--- src/rtl/ncc_peak_finder_if.sv ---
// ============================================================================
// ncc_peak_finder_if : accumulator stream and result handshake for the
//                      NCC peak finder.  Rev 1.0
// ============================================================================
`default_nettype none

interface ncc_peak_finder_if #(
  parameter int WIN_W = 16,
  parameter int WIN_H = 16
);
  localparam int XW = $clog2(WIN_W);
  localparam int YW = $clog2(WIN_H);

  logic               start;
  logic               acc_valid;
  logic [15:0][7:0]   acc_in;
  logic               acc_ready;
  logic               result_valid;
  logic               result_ack;
  logic signed [11:0] best_score;
  logic [XW-1:0]      best_x;
  logic [YW-1:0]      best_y;
  logic               busy;

  modport master (
    output start, acc_valid, acc_in, result_ack,
    input  acc_ready, result_valid, best_score, best_x, best_y, busy
  );

  modport slave (
    input  start, acc_valid, acc_in, result_ack,
    output acc_ready, result_valid, best_score, best_x, best_y, busy
  );
endinterface

`default_nettype wire

--- src/rtl/ncc_peak_finder.sv ---
// ============================================================================
// ncc_peak_finder : sums per-row correlation accumulators per window position
//                   and tracks the peak score and position over one scan. Rev 1.0
// ============================================================================
`default_nettype none

module ncc_peak_finder #(
  parameter int WIN_W = 16,
  parameter int WIN_H = 16
) (
  input  logic              clk,
  input  logic              rst,
  ncc_peak_finder_if.slave  bus
);
  localparam int XW = $clog2(WIN_W);
  localparam int YW = $clog2(WIN_H);
  localparam logic [XW-1:0]      X_LAST    = XW'(WIN_W - 1);
  localparam logic [YW-1:0]      Y_LAST    = YW'(WIN_H - 1);
  localparam logic signed [11:0] BEST_INIT = 12'sh800;

  typedef enum logic [1:0] {IDLE = 2'd0, SCAN = 2'd1, FLUSH = 2'd2, DONE = 2'd3} state_t;

  state_t             state, state_nx;
  logic [XW-1:0]      x_cnt, s1_x, best_x;
  logic [YW-1:0]      y_cnt, s1_y, best_y;
  logic               flush_cnt;
  logic               s1_valid;
  logic signed [11:0] s1_sum, best_score, sum;
  logic               acc_ready, result_valid, busy, accept, last_pos;

  // 16 signed bytes cannot exceed 12 bits, so a plain 12-bit adder chain is exact
  always_comb begin
    sum = '0;
    for (int i = 0; i < 16; i++) begin
      sum = sum + {{4{bus.acc_in[i][7]}}, bus.acc_in[i]};
    end
  end

  assign last_pos = (x_cnt == X_LAST) && (y_cnt == Y_LAST);

  always_ff @(posedge clk) begin
    if (rst) state <= IDLE;
    else     state <= state_nx;
  end

  always_comb begin
    state_nx     = state;
    acc_ready    = 1'b0;
    result_valid = 1'b0;
    busy         = 1'b1;
    accept       = 1'b0;
    case (state)
      IDLE: begin
        busy = 1'b0;
        if (bus.start) state_nx = SCAN;
      end
      SCAN: begin
        acc_ready = 1'b1;
        accept    = bus.acc_valid;
        if (bus.acc_valid && last_pos) state_nx = FLUSH;
      end
      FLUSH: begin
        if (flush_cnt) state_nx = DONE;
      end
      DONE: begin
        result_valid = 1'b1;
        if (bus.result_ack) state_nx = IDLE;
      end
      default: state_nx = IDLE;
    endcase
  end

  always_ff @(posedge clk) begin
    if (rst) begin
      x_cnt      <= '0;
      y_cnt      <= '0;
      flush_cnt  <= 1'b0;
      s1_valid   <= 1'b0;
      s1_sum     <= '0;
      s1_x       <= '0;
      s1_y       <= '0;
      best_score <= '0;
      best_x     <= '0;
      best_y     <= '0;
    end else begin
      s1_valid  <= accept;
      flush_cnt <= (state == FLUSH) ? ~flush_cnt : 1'b0;

      if (accept) begin
        s1_sum <= sum;
        s1_x   <= x_cnt;
        s1_y   <= y_cnt;
        if (x_cnt == X_LAST) begin
          x_cnt <= '0;
          y_cnt <= (y_cnt == Y_LAST) ? '0 : y_cnt + 1'b1;
        end else begin
          x_cnt <= x_cnt + 1'b1;
        end
      end

      // strict compare so a tie keeps the earlier position
      if (state == IDLE && bus.start) begin
        x_cnt      <= '0;
        y_cnt      <= '0;
        best_score <= BEST_INIT;
        best_x     <= '0;
        best_y     <= '0;
      end else if (s1_valid && (s1_sum > best_score)) begin
        best_score <= s1_sum;
        best_x     <= s1_x;
        best_y     <= s1_y;
      end
    end
  end

  assign bus.acc_ready    = acc_ready;
  assign bus.result_valid = result_valid;
  assign bus.busy         = busy;
  assign bus.best_score   = best_score;
  assign bus.best_x       = best_x;
  assign bus.best_y       = best_y;

endmodule

`default_nettype wire

--- src/flat_wrapper.sv ---
// flat-port wrapper written by rule: the top's interface ports become plain ports
module ncc_peak_finder_flat 
#(
  parameter int WIN_W = 16,
  parameter int WIN_H = 16
)
  (clk, rst, bus_start, bus_acc_valid, bus_acc_in, bus_result_ack, bus_acc_ready, bus_result_valid, bus_best_score, bus_best_x, bus_best_y, bus_busy);
  ncc_peak_finder_if #(.WIN_W(WIN_W), .WIN_H(WIN_H)) bus_i ();
  input  logic clk;
  input  logic rst;
  input wire logic [$bits(bus_i.start)-1:0] bus_start;
  input wire logic [$bits(bus_i.acc_valid)-1:0] bus_acc_valid;
  input wire logic [$bits(bus_i.acc_in)-1:0] bus_acc_in;
  input wire logic [$bits(bus_i.result_ack)-1:0] bus_result_ack;
  output wire logic [$bits(bus_i.acc_ready)-1:0] bus_acc_ready;
  output wire logic [$bits(bus_i.result_valid)-1:0] bus_result_valid;
  output wire logic [$bits(bus_i.best_score)-1:0] bus_best_score;
  output wire logic [$bits(bus_i.best_x)-1:0] bus_best_x;
  output wire logic [$bits(bus_i.best_y)-1:0] bus_best_y;
  output wire logic [$bits(bus_i.busy)-1:0] bus_busy;
  assign bus_i.start = bus_start;
  assign bus_i.acc_valid = bus_acc_valid;
  assign bus_i.acc_in = bus_acc_in;
  assign bus_i.result_ack = bus_result_ack;
  assign bus_acc_ready = bus_i.acc_ready;
  assign bus_result_valid = bus_i.result_valid;
  assign bus_best_score = bus_i.best_score;
  assign bus_best_x = bus_i.best_x;
  assign bus_best_y = bus_i.best_y;
  assign bus_busy = bus_i.busy;
  ncc_peak_finder #(.WIN_W(WIN_W), .WIN_H(WIN_H)) u_core (.clk(clk), .rst(rst), .bus(bus_i));
endmodule
--- config.mk ---
export PLATFORM = sky130hd
export DESIGN_NAME = ncc_peak_finder_flat
export DESIGN_NICKNAME = d
export VERILOG_FILES = /design/src/rtl/ncc_peak_finder_if.sv /design/src/rtl/ncc_peak_finder.sv /design/src/flat_wrapper.sv
export SDC_FILE = /design/constraint.sdc
export NUM_CORES = 1
export LEC_CHECK = 0
export ABC_AREA = 1
export CORE_MARGIN = 3
export CORE_UTILIZATION = 55
export CTS_CLUSTER_SIZE = 12
export DETAILED_ROUTE_END_ITERATION = 8
export HOLD_SLACK_MARGIN = 0.08
export PLACE_DENSITY_LB_ADDON = 0.3
export SLEW_MARGIN = 20
export SYNTH_ARGS = -nofsm -noshare
export SYNTH_HDL_FRONTEND = slang
export SYNTH_SLANG_ARGS = --single-unit
--- constraint.sdc ---
create_clock -name clk -period 15.35 [get_ports clk]
set_input_delay 3.07 -clock clk [delete_from_list [all_inputs] [get_ports clk]]
set_output_delay 3.07 -clock clk [all_outputs]
set_load 0.01 [all_outputs]
Word level (Yosys, flattened, before mapping)
Index checks and enable logic that the tools add are counted.

Bits of input ports: 133. Flip-flop bits (word level): 52.

Reduce and logical (&&, ||, !) cells: 10. $add $sub $neg: 17. Order comparisons: 1. Eq/ne operators: 9. Bitwise logic cells: 2. Mux-type cells: 13.

Operator list (number): $add 12x12->12 (14); $mux 12 (2); $gt 12x12->1 (1); $add 8x8->9 (1); $add 4x1->4 const B (2); $eq 4x4->1 const B (2); $mux 2 (4); $mux 4 (2); $pmux 2 s4 (1); $eq 2x2->1 const B (2); $logic_and 1x1->1 (4); $mux 1 (4); $ne 2x1->1 const B (2); $ne 2x2->1 const B (2); $reduce_and 4->1 (1); $reduce_or 2->1 (2); $eq 2x1->1 const B (1); $logic_not 2->1 (1); $not 1->1 (2); $reduce_and 2->1 (1); $reduce_bool 2->1 (1).

Longest topological paths before layout
Depth after elaboration: 15. Mapped depth: 27.

Worst setup path before layout
OpenSTA, ideal clock, no wires.

Kind: input to register. Start: in bus_acc_in[0]. End: reg u_core.s1_sum[11]. Setup slack: 6632 ps. Setup time: 109 ps. Stages on the path: 27. Buffers on the path: 0. Data arrival time: 8609 ps. Cell sequence: ha_1 inv_1 fa_1 o21ai_0 a21oi_1 o21bai_1 nand2_1 a22oi_1 fa_1 fa_1 fa_1 inv_1 fa_1 inv_1 fa_1 inv_1 fa_1 ha_1 inv_1 nor3_1 nand3_1 nand3_1 inv_1 nand2_1 nand3_1 nand2_1 inv_1.

Cells in the longest elaborated chain, start to end: 15.

Ends and longest elaborated chain: start: declaration (RTL line flat_wrapper.sv:13) `input wire logic [$bits(bus_i.acc_in)-1:0] bus_acc_in;`; $add 8x8->9 (RTL line ncc_peak_finder.sv:35) `sum = sum + {{4{bus.acc_in[i][7]}}, bus.acc_in[i]};`; $add 12x12->12 (14 in series) (RTL line ncc_peak_finder.sv:35); end signal: assignment (RTL line ncc_peak_finder.sv:90) `s1_sum <= sum;`; end: declaration (RTL line ncc_peak_finder.sv:28) `logic signed [11:0] s1_sum, best_score, sum;`.

Every way passes these cells. A chain may end at the register's enable or synchronous reset.

Worst setup path after layout
Same ends and word-level chain as after synthesis.

==> metrics.md <==
| Metric | Value |
|---|---|
| Top post-synthesis cells by area | `fa_1, dfxtp_1, inv_1` |
| Worst Path Arrival | `9700 ps` |
| Post-synthesis sequential area ratio | `17.2%` |
| Netlist cell types | `38` |
| Area taken by multi-input logic gates | `4150 µm²` |
| Fillers | `about 760` |
| RSZ-0062 raised after global routing | `false` |
| Yosys Warn Count | `0` |
| Final Cycle Share | `61.7%` |
| Clk_lat worst skew | `310 ps` |
| Syn avg cell area | `8.60 µm²` |
| GRT Overall Usage | `between 20 and 25%` |
| Max Fclk | `106 MHz` |
| Syn nets | `a little under 1,000` |
| Post-CTS Setup Repair Bufs | `0` |
| Worst reg-to-reg setup slack | `12,700 ps` |
| Post-synth EDFFs | `0` |
| Critical path's slowest cell | `fa_1` |
| Final Slew Violations | `0` |
| Minimum clock period | `9480 ps` |
| Crit Path Class | `in -> reg` |
| Die width | `between 100 and 150 µm` |
| Synthesis-to-layout area growth | `29.0%` |
| CTS Hold Bufs | `0` |
| Clk pin slew, worst setup/hold paths | `100 ps` |
| CTS max path bufs | `2` |
| Die height | `111 µm` |
| Status | `completed` |
| Post-CTS Resized | `0` |
| CTS buffer count | `5` |
| CP Capture Type | `flop` |
| Synth area leader | `fa_1` |
| Hold Crit Class | `reg -> reg` |
| DRC | `0` |
| CTS root buffer | `clkbuf_8` |
| First-pass GRT wire length | `23.8 mm` |
| CP startpoint kind | `input port` |
| Initial core utilization | `57.6%` |
| Worst Skew | `11.9 ps` |
| Grt total ovfl | `0` |
| Initial antenna violation count | `0` |
| FF/Latch Area | `1040 µm²` |
| Most frequent cells in the layout | `inv_1, clkdlybuf4s50_1, fa_1, nand2_1, dfxtp_1` |
| Area share of the largest cell type after synthesis | `37.1%` |
| Routed wire length | `13.4 mm` |
| Synth Flop Type | `dfxtp_1` |
| Commonest non-fill, non-tap cell in the layout | `inv_1` |
| Final Hold Viols | `0` |
| RD Place Congestion | `~0.83` |
| Htree depth | `2` |
| Clk sinks | `52` |
| Initial DRC count | `207` |
| Rel. slew slack | `between 40 and 50%` |
| Nets | `1,143` |
| Vias in the first global route | `~5,400` |
| Mapped Cells | `703` |
| CP max stage delay | `580 ps` |
| CTS tree | `built` |
| Synth async-reset ratio | `0%` |
| Final-report setup violation count | `0` |
| Pin count of the biggest net entering global routing | `33` |
| Fraction of layout cells with a size suffix above 1 | `between 2 and 2.5%` |
| Worst-margin pin slew | `895 ps` |
| DR vias | `4,919` |
| Die footprint | `about 12,000 µm²` |
| Post-route ant nets | `0` |
| Setup TNS | `0 ps` |
| DR WL/cell | `13.6 µm` |
| Core box area | `10,500 µm²` |
| Crit path max fanout | `4` |
| Port buffer count | `~160` |
| Via-per-instance ratio | `4.96` |
| Data required, critical path | `15,580 ps` |
| DP HPWL | `12.0 mm` |
| Max_cap viols | `0` |
| Top Ports | `156` |
| Drt pass-1 iters | `4` |
| Core Rows | `37` |
| Post-Syn Area | `6050 µm²` |
| ANT cells | `0` |
| Synthesis-stage register bit count | `52` |
## critical path, delay by kind of cell
kind,cells,cell delay (ps)
and+or+nand+nor,7,790
adders and majority gates,9,4110
AOI/OAI and AO/OA,4,900
buffers and inverters,8,850
## per-layer routing
layer,vias to the layer above,global-route usage [%],share of wire [%]
li1,2387,-,-
met1,2357,26.5,38
met2,141,43.9,55
met3,34,3.71,4.8
met4,0,6.73,2.8
met5,-,0,0
## logic make-up after synthesis
family	Yosys count	synth area share, %
AOI/OAI and AO/OA	77	7.01
and+or+nand+nor	182	13.6
xor gates and xnor gates	14	2.03
adders and majority gates	155	46.0
buffers and inverters	223	14.2
DFF	52	17.2
## path summary, 6_finish.rpt
| check | startpoint | endpoint | cells after the start |
|---|---|---|---|
| setup / recovery | bus_acc_in[0] | u_core.s1_sum[11] | 28 |
| hold / removal | u_core.bus.best_y[3] | u_core.bus.best_y[3] | 2 |
| setup reg to reg | u_core.state[1] | u_core.x_cnt[3] | 8 |
| hold reg to reg | u_core.bus.best_y[3] | u_core.bus.best_y[3] | 2 |
## sequential cells by signal (all words and copies together), names as in the netlist
signal,cells
u_core.state,2
u_core.x_cnt,4
u_core.s1_y,4
u_core.s1_valid,1
u_core.y_cnt,4
u_core.s1_x,4
u_core.bus.best_y,4
u_core.s1_sum,12
u_core.bus.best_score,12
u_core.bus.best_x,4
u_core.flush_cnt,1
## metrics by stage
| stage | hold slack, ps | std cells | setup WS [ps] | util [%] | instance area (µm²) |
|---|---|---|---|---|---|
| detailed placement | 456 | 984 | 5540 | 73.4 | 7710 |
| global placement | 455 | 984 | 5760 | 73.4 | 7710 |
| CTS | 473 | 992 | 5860 | 74.2 | 7800 |
| global route | 503 | 992 | 5570 | 74.2 | 7800 |
| finish | 468 | 992 | 5870 | 74.2 | 7800 |
| floorplan | 446 | 703 | 6630 | - | 6050 |
## cells in the mapped netlist (2+ instances only)
cell type,instances
dfxtp_1,52
a211oi_1,2
o21bai_1,3
nand3_1,17
buf_6,2
nand2_2,2
nor2_1,47
o21ai_0,23
nand4_1,13
inv_1,211
nor3_1,4
xnor2_1,6
nand3b_1,2
clkbuf_1,5
inv_2,2
a21o_1,3
fa_1,112
buf_2,2
or2_2,2
nand2_1,87
xor2_1,8
o211ai_1,3
a21oi_1,38
ha_1,43
## area by class of cell
type	count	share of cell area (%)
well taps	136	2.18
repair buffers	155	19.9
inverters	213	10.2
clock buffers	5	0.882
clock inverters	3	0.273
multi-input cells	428	53.2
flip-flops and latches	52	13.3
Power is not shown: default switching activity piles up to over one toggle a cycle in this logic, so the estimate is an artifact.
